$ cat src/rtl/mem_arbiter.sv
`default_nettype none
// ============================================================================
// Module   : mem_arbiter
// Purpose  : Two-master round-robin arbiter in front of one native-interface
//            memory slave (PicoRV32-style valid/ready bus). Each granted
//            request is registered toward the slave. Read data returns with a
//            one-cycle ready pulse. A stalled slave access is aborted after
//            TIMEOUT cycles and completes with ERR_DATA.
// Ports    : clock, reset             - clock, async active-high reset
//            m0_* / m1_*              - master request ports (valid, instr,
//                                       addr, wdata, wstrb -> ready, rdata)
//            s_*                      - slave request/response port
//            err                      - sticky timeout flag
// Revision : 1.0 - initial release
// ============================================================================
module mem_arbiter #(
  parameter int          TIMEOUT  = 255,
  parameter logic [31:0] ERR_DATA = 32'hDEAD_BEEF
) (
  input  logic        clock,
  input  logic        reset,
  input  logic        m0_valid,
  input  logic        m0_instr,
  input  logic [31:0] m0_addr,
  input  logic [31:0] m0_wdata,
  input  logic [3:0]  m0_wstrb,
  output logic        m0_ready,
  output logic [31:0] m0_rdata,
  input  logic        m1_valid,
  input  logic        m1_instr,
  input  logic [31:0] m1_addr,
  input  logic [31:0] m1_wdata,
  input  logic [3:0]  m1_wstrb,
  output logic        m1_ready,
  output logic [31:0] m1_rdata,
  output logic        s_valid,
  output logic        s_instr,
  output logic [31:0] s_addr,
  output logic [31:0] s_wdata,
  output logic [3:0]  s_wstrb,
  input  logic        s_ready,
  input  logic [31:0] s_rdata,
  output logic        err
);

  localparam int                 c_cnt_w    = $clog2(TIMEOUT + 1);
  localparam logic [c_cnt_w-1:0] c_cnt_last = c_cnt_w'(TIMEOUT - 1);
  localparam logic [c_cnt_w-1:0] c_cnt_max  = '1;
  localparam logic [c_cnt_w-1:0] c_cnt_one  = c_cnt_w'(1);

  typedef enum logic [1:0] {
    ST_IDLE = 2'd0,
    ST_REQ  = 2'd1,
    ST_RESP = 2'd2
  } state_t;

  state_t               state_q,   state_d;
  logic                 prio_q,    prio_d;
  logic                 gnt_q,     gnt_d;
  logic [c_cnt_w-1:0]   cnt_q,     cnt_d;
  logic [31:0]          rdata_q,   rdata_d;
  logic                 err_q,     err_d;
  logic                 s_valid_q, s_valid_d;
  logic                 s_instr_q, s_instr_d;
  logic [31:0]          s_addr_q,  s_addr_d;
  logic [31:0]          s_wdata_q, s_wdata_d;
  logic [3:0]           s_wstrb_q, s_wstrb_d;
  logic                 m0_ready_q, m0_ready_d;
  logic                 m1_ready_q, m1_ready_d;

  // Winner when in IDLE: a lone requester wins outright, a tie goes to prio.
  logic w_win;
  assign w_win = (m0_valid && m1_valid) ? prio_q : ~m0_valid;

  always_comb begin
    state_d    = state_q;
    prio_d     = prio_q;
    gnt_d      = gnt_q;
    cnt_d      = cnt_q;
    rdata_d    = rdata_q;
    err_d      = err_q;
    s_valid_d  = s_valid_q;
    s_instr_d  = s_instr_q;
    s_addr_d   = s_addr_q;
    s_wdata_d  = s_wdata_q;
    s_wstrb_d  = s_wstrb_q;
    m0_ready_d = 1'b0;
    m1_ready_d = 1'b0;

    case (state_q)
      ST_IDLE: begin
        if (m0_valid || m1_valid) begin
          gnt_d     = w_win;
          cnt_d     = '0;
          s_instr_d = w_win ? m1_instr : m0_instr;
          s_addr_d  = w_win ? m1_addr  : m0_addr;
          s_wdata_d = w_win ? m1_wdata : m0_wdata;
          s_wstrb_d = w_win ? m1_wstrb : m0_wstrb;
          s_valid_d = 1'b1;
          state_d   = ST_REQ;
        end
      end
      ST_REQ: begin
        // A slave completion in the last allowed cycle beats the abort.
        if (s_ready) begin
          rdata_d    = s_rdata;
          s_valid_d  = 1'b0;
          m0_ready_d = ~gnt_q;
          m1_ready_d = gnt_q;
          state_d    = ST_RESP;
        end else if (cnt_q == c_cnt_last) begin
          rdata_d    = ERR_DATA;
          err_d      = 1'b1;
          s_valid_d  = 1'b0;
          m0_ready_d = ~gnt_q;
          m1_ready_d = gnt_q;
          state_d    = ST_RESP;
        end else if (cnt_q != c_cnt_max) begin
          cnt_d = cnt_q + c_cnt_one;
        end
      end
      ST_RESP: begin
        prio_d  = ~gnt_q;
        state_d = ST_IDLE;
      end
      default: begin
        s_valid_d = 1'b0;
        state_d   = ST_IDLE;
      end
    endcase
  end

  always_ff @(posedge clock or posedge reset) begin
    if (reset) begin
      state_q    <= ST_IDLE;
      prio_q     <= 1'b0;
      gnt_q      <= 1'b0;
      cnt_q      <= '0;
      rdata_q    <= '0;
      err_q      <= 1'b0;
      s_valid_q  <= 1'b0;
      s_instr_q  <= 1'b0;
      s_addr_q   <= '0;
      s_wdata_q  <= '0;
      s_wstrb_q  <= '0;
      m0_ready_q <= 1'b0;
      m1_ready_q <= 1'b0;
    end else begin
      state_q    <= state_d;
      prio_q     <= prio_d;
      gnt_q      <= gnt_d;
      cnt_q      <= cnt_d;
      rdata_q    <= rdata_d;
      err_q      <= err_d;
      s_valid_q  <= s_valid_d;
      s_instr_q  <= s_instr_d;
      s_addr_q   <= s_addr_d;
      s_wdata_q  <= s_wdata_d;
      s_wstrb_q  <= s_wstrb_d;
      m0_ready_q <= m0_ready_d;
      m1_ready_q <= m1_ready_d;
    end
  end

  assign s_valid  = s_valid_q;
  assign s_instr  = s_instr_q;
  assign s_addr   = s_addr_q;
  assign s_wdata  = s_wdata_q;
  assign s_wstrb  = s_wstrb_q;
  assign m0_ready = m0_ready_q;
  assign m1_ready = m1_ready_q;
  // Both masters see one shared read-data register.
  assign m0_rdata = rdata_q;
  assign m1_rdata = rdata_q;
  assign err      = err_q;

endmodule
`default_nettype wire

$ cat config.mk
export PLATFORM = sky130hd
export DESIGN_NAME = mem_arbiter
export DESIGN_NICKNAME = d
export VERILOG_FILES = /design/src/rtl/mem_arbiter.sv
export SDC_FILE = /design/constraint.sdc
export NUM_CORES = 1
export LEC_CHECK = 0
export ABC_AREA = 1
export CAP_MARGIN = 20
export CORE_MARGIN = 3
export CORE_UTILIZATION = 25
export CTS_BUF_LIST = sky130_fd_sc_hd__clkbuf_4 sky130_fd_sc_hd__clkbuf_8
export CTS_CLUSTER_DIAMETER = 40
export DETAILED_ROUTE_END_ITERATION = 10
export GPL_TIMING_DRIVEN = 0
export SKIP_CTS_REPAIR_TIMING = 1
export SLEW_MARGIN = 20
export SYNTH_ARGS = -nofsm -noshare
export SYNTH_HDL_FRONTEND = slang
export SYNTH_SLANG_ARGS = --single-unit
$ cat constraint.sdc
create_clock -name clock -period 3.6 [get_ports clock]
set_clock_uncertainty 0.2 [all_clocks]
set_input_delay 0.36 -clock clock [delete_from_list [all_inputs] [get_ports clock]]
set_output_delay 0.36 -clock clock [all_outputs]
set_load 0.01 [all_outputs]
==> impl_results.md <==
- Run status: completed
- Layout net count: 1,166
- R2r startpoint: prio_q
- CTS root buffer: sky130_fd_sc_hd__clkbuf_8
- Final Hold Vio Count: 0
- Required @ worst endpoint: 3.75 ns
- Power per standard cell area: 793 mW/mm2
- Critical path startpoint category: flip-flop
- Per-instance average area after synthesis: 8.27 um2
- DP HPWL: 15,300 um
- Maximum VDD drop: 0.000382 V
- Aggregate routed wire length: 20,100 um
- Clk pwr share: 16.5%
- Deepest level of the CTS H-tree: 4
- Clock latency of the later-clocked register in the worst-skew pair: 0.43 ns
- Sw Share: 36.9%
- Global router's overall resource usage: 17.0%
- Proportion of power drawn by flip-flops and latches: 31.8%
- Setup repair after global routing missed its margin: no
- Worst stage delay on the critical path: 0.44 ns
- Count of endpoints failing setup in the final report: 0
- Start-to-end type of the worst setup path: reg2reg
- Startpoint of the worst setup timing path: prio_q
- Number of placed instances, taps included: 1,245
- Combinational power share: 51.7%
- Initial antenna violation count: 0
- Drt pass-1 iters: 4
- X dimension of the die: 153 um
- Number of design-rule violations left by the first detailed-router iteration: 238
- FILL cells: 2,131
- Maximum clock rate: 0.448 GHz
- Non-filler instance count after layout: 1,277
- Floorplan die height: 153 um
- Cell count after synthesis: 655
- Post-DRT Antenna Nets: 0
- Number of synthesized register bits: 117
- Count of max-cap constraint violations: 0
- Netlist area before placement: 0.00542 mm2
- Share of synthesized area occupied by flip-flops and latches: 54.1%
- Placement Rows: 53
- Number of buffers inserted during clock tree synthesis: 17
- Core Footprint: 0.0212 mm2
- Ordered cell list for the critical path: nand2_1 > nand2_1 > inv_1 > clkbuf_1 > o21ai_0 > o21ai_0
- CTS clock-pin slew for the worst setup and hold paths: 0.08 ns
- Fin crit period: 2.23 ns
- Transition time of the tightest slew-check pin: 0.494 ns
- Internal power: 4670 uW
- Period Utilization, post-route: 62.0%
- Setup Total Neg Slack: 0 ns
- Min-delay worst type: in2async
- GP Congestion: 0.802
- Power spent charging and discharging nets: 2740 uW
- Starting Density: 25.6%
- Post-DR vias/cell: 4.37
- Leftover overflow at the end of global routing: 0
- Worst Path Max Fanout: 10
- WP buf/inv: 2
- Final Max Slew Viols: 0
- Area growth from synthesis to final layout: 72.6%
- Top cell family by delay on the critical path: buffers and inverters
- First-pass GRT wire length: 31,800 um
- Number of distinct library cells after synthesis: 21
- Largest net degree at the start of global routing: 32
- Pleak: 0.00403 uW
- # DRC: 0
- Area of the die: 0.0235 mm2
- Vias in the first global route: 5,693
- Number of diodes added for antenna fixing: 0
- Cell with the largest stage delay on the worst path: sky130_fd_sc_hd__clkbuf_1
- Count of clock tree sinks: 117
- CP Data Arrival Time: 2.38 ns
- Count of boundary I/O pins: 312
- Share of final-layout standard cells stronger than drive strength 1: 9.88%
- Total number of vias: 5,585
- Routed length per placed instance: 15.8 um
- Buffers on Ports: 311
- Synthesis Warnings: 0
- Maximum count of clock buffers along a single path: 2
- Slew HR: 67.1%
- Syn_nets: 832
- CTS tree: yes
- Kind of end point of the critical path: flip-flop
-- power by group through the flow --
stage                     clock network [uW]  registers (uW)  logic, uW
after floorplan                            0            2580       1410
after global placement                     0            2350       3860
after detailed placement                   0            2370       3890
after CTS                               1270            2370       3900
after global routing                    1320            2440       4190
final                                   1220            2360       3830
-- synth_stat cells, drive strengths merged --
master  count  area (um2)
a21oi       2        10.0
a31oi       1        6.26
buf        52         368
clkbuf     20        77.6
clkinv      1        3.75
dfrtp     117        2930
ha          2        25.0
inv        15        56.3
nand2     153         589
nand3      12        60.1
nor2      105         409
o21ai     172         861
o21bai      3        22.5
-- layout make-up --
cell class / instances / area, um2 / share of cell area (%)
timing repair buffer: 315 / 3190 / 34.2
sequential: 117 / 2930 / 31.3
multi-input combinational: 450 / 1980 / 21.2
buffer: 72 / 445 / 4.77
tap: 275 / 344 / 3.68
clock buffer: 19 / 255 / 2.73
clock inverter: 13 / 134 / 1.43
inverter: 16 / 63.8 / 0.683
-- routing by layer --
metal  track usage, %  up-vias  share of wire (%)
li1                 -     2770                  -
met1             20.2     2552                 41
met2             28.7      240                 48
met3             6.03       23                8.4
met4             5.56        0                1.9
met5                0        -                  0
-- per-stage QoR --
step                      total power [uW]  setup slack (ns)  utilization (%)  instance area (um2)  hold WS (ns)
after global routing                  7960              1.12             44.2                 9350        0.0329
after global placement                6220             0.257             42.0                 8880         0.259
after CTS                             7530              1.24             44.2                 9350      -0.00162
after floorplan                       3990              1.61                -                 5420         0.243
final                                 7410              1.37             44.2                 9350        0.0354
after detailed placement              6260             0.837             42.3                 8960         0.260
-- cells in the final DEF, fill, tap and decap left out, types with 12 or more instances in the layout --
cell,Yosys,layout
sky130_fd_sc_hd__buf_4,33,33
sky130_fd_sc_hd__nand2_1,149,149
sky130_fd_sc_hd__buf_2,15,15
sky130_fd_sc_hd__dfrtp_1,117,117
sky130_fd_sc_hd__nor2_1,101,101
sky130_fd_sc_hd__clkdlybuf4s50_1,0,311
sky130_fd_sc_hd__clkbuf_8,0,18
sky130_fd_sc_hd__inv_1,15,14
sky130_fd_sc_hd__clkbuf_1,18,18
sky130_fd_sc_hd__o21ai_0,162,162
sky130_fd_sc_hd__nand3_1,12,12
-- worst paths after layout --
check | end | slack, ns | cells after the start
worst max register to register | s_addr[26] | 1.37 | 6
min in group clock | s_valid | 0.27 | 1
worst max-delay path | s_addr[26] | 1.37 | 6
worst min-delay path | s_addr[25] | 0.04 | 2
max in group asynchronous | m0_rdata[29] | 2.48 | 4
worst min register to register | s_valid | 0.27 | 1
-- sequential cells by signal, indices dropped and copies added, names as in the netlist --
signal,cells
m0_rdata,32
s_wdata,32
gnt_q,1
s_instr,1
state_q,2
err,1
prio_q,1
m0_ready,1
s_wstrb,4
s_addr,32
m1_ready,1
cnt_q,8
s_valid,1
-- logic make-up (layout without fill, tap and decap cells) --
group           Yosys count  count (layout)  synth area share (%)
simple gates            270             270                  19.5
fa+ha+maj                 2               2                 0.462
buf+inv                  88             435                  9.33
flops                   117             117                  54.1
compound gates          178             178                  16.6
No activity file was read; power rests on OpenSTA's default activity.
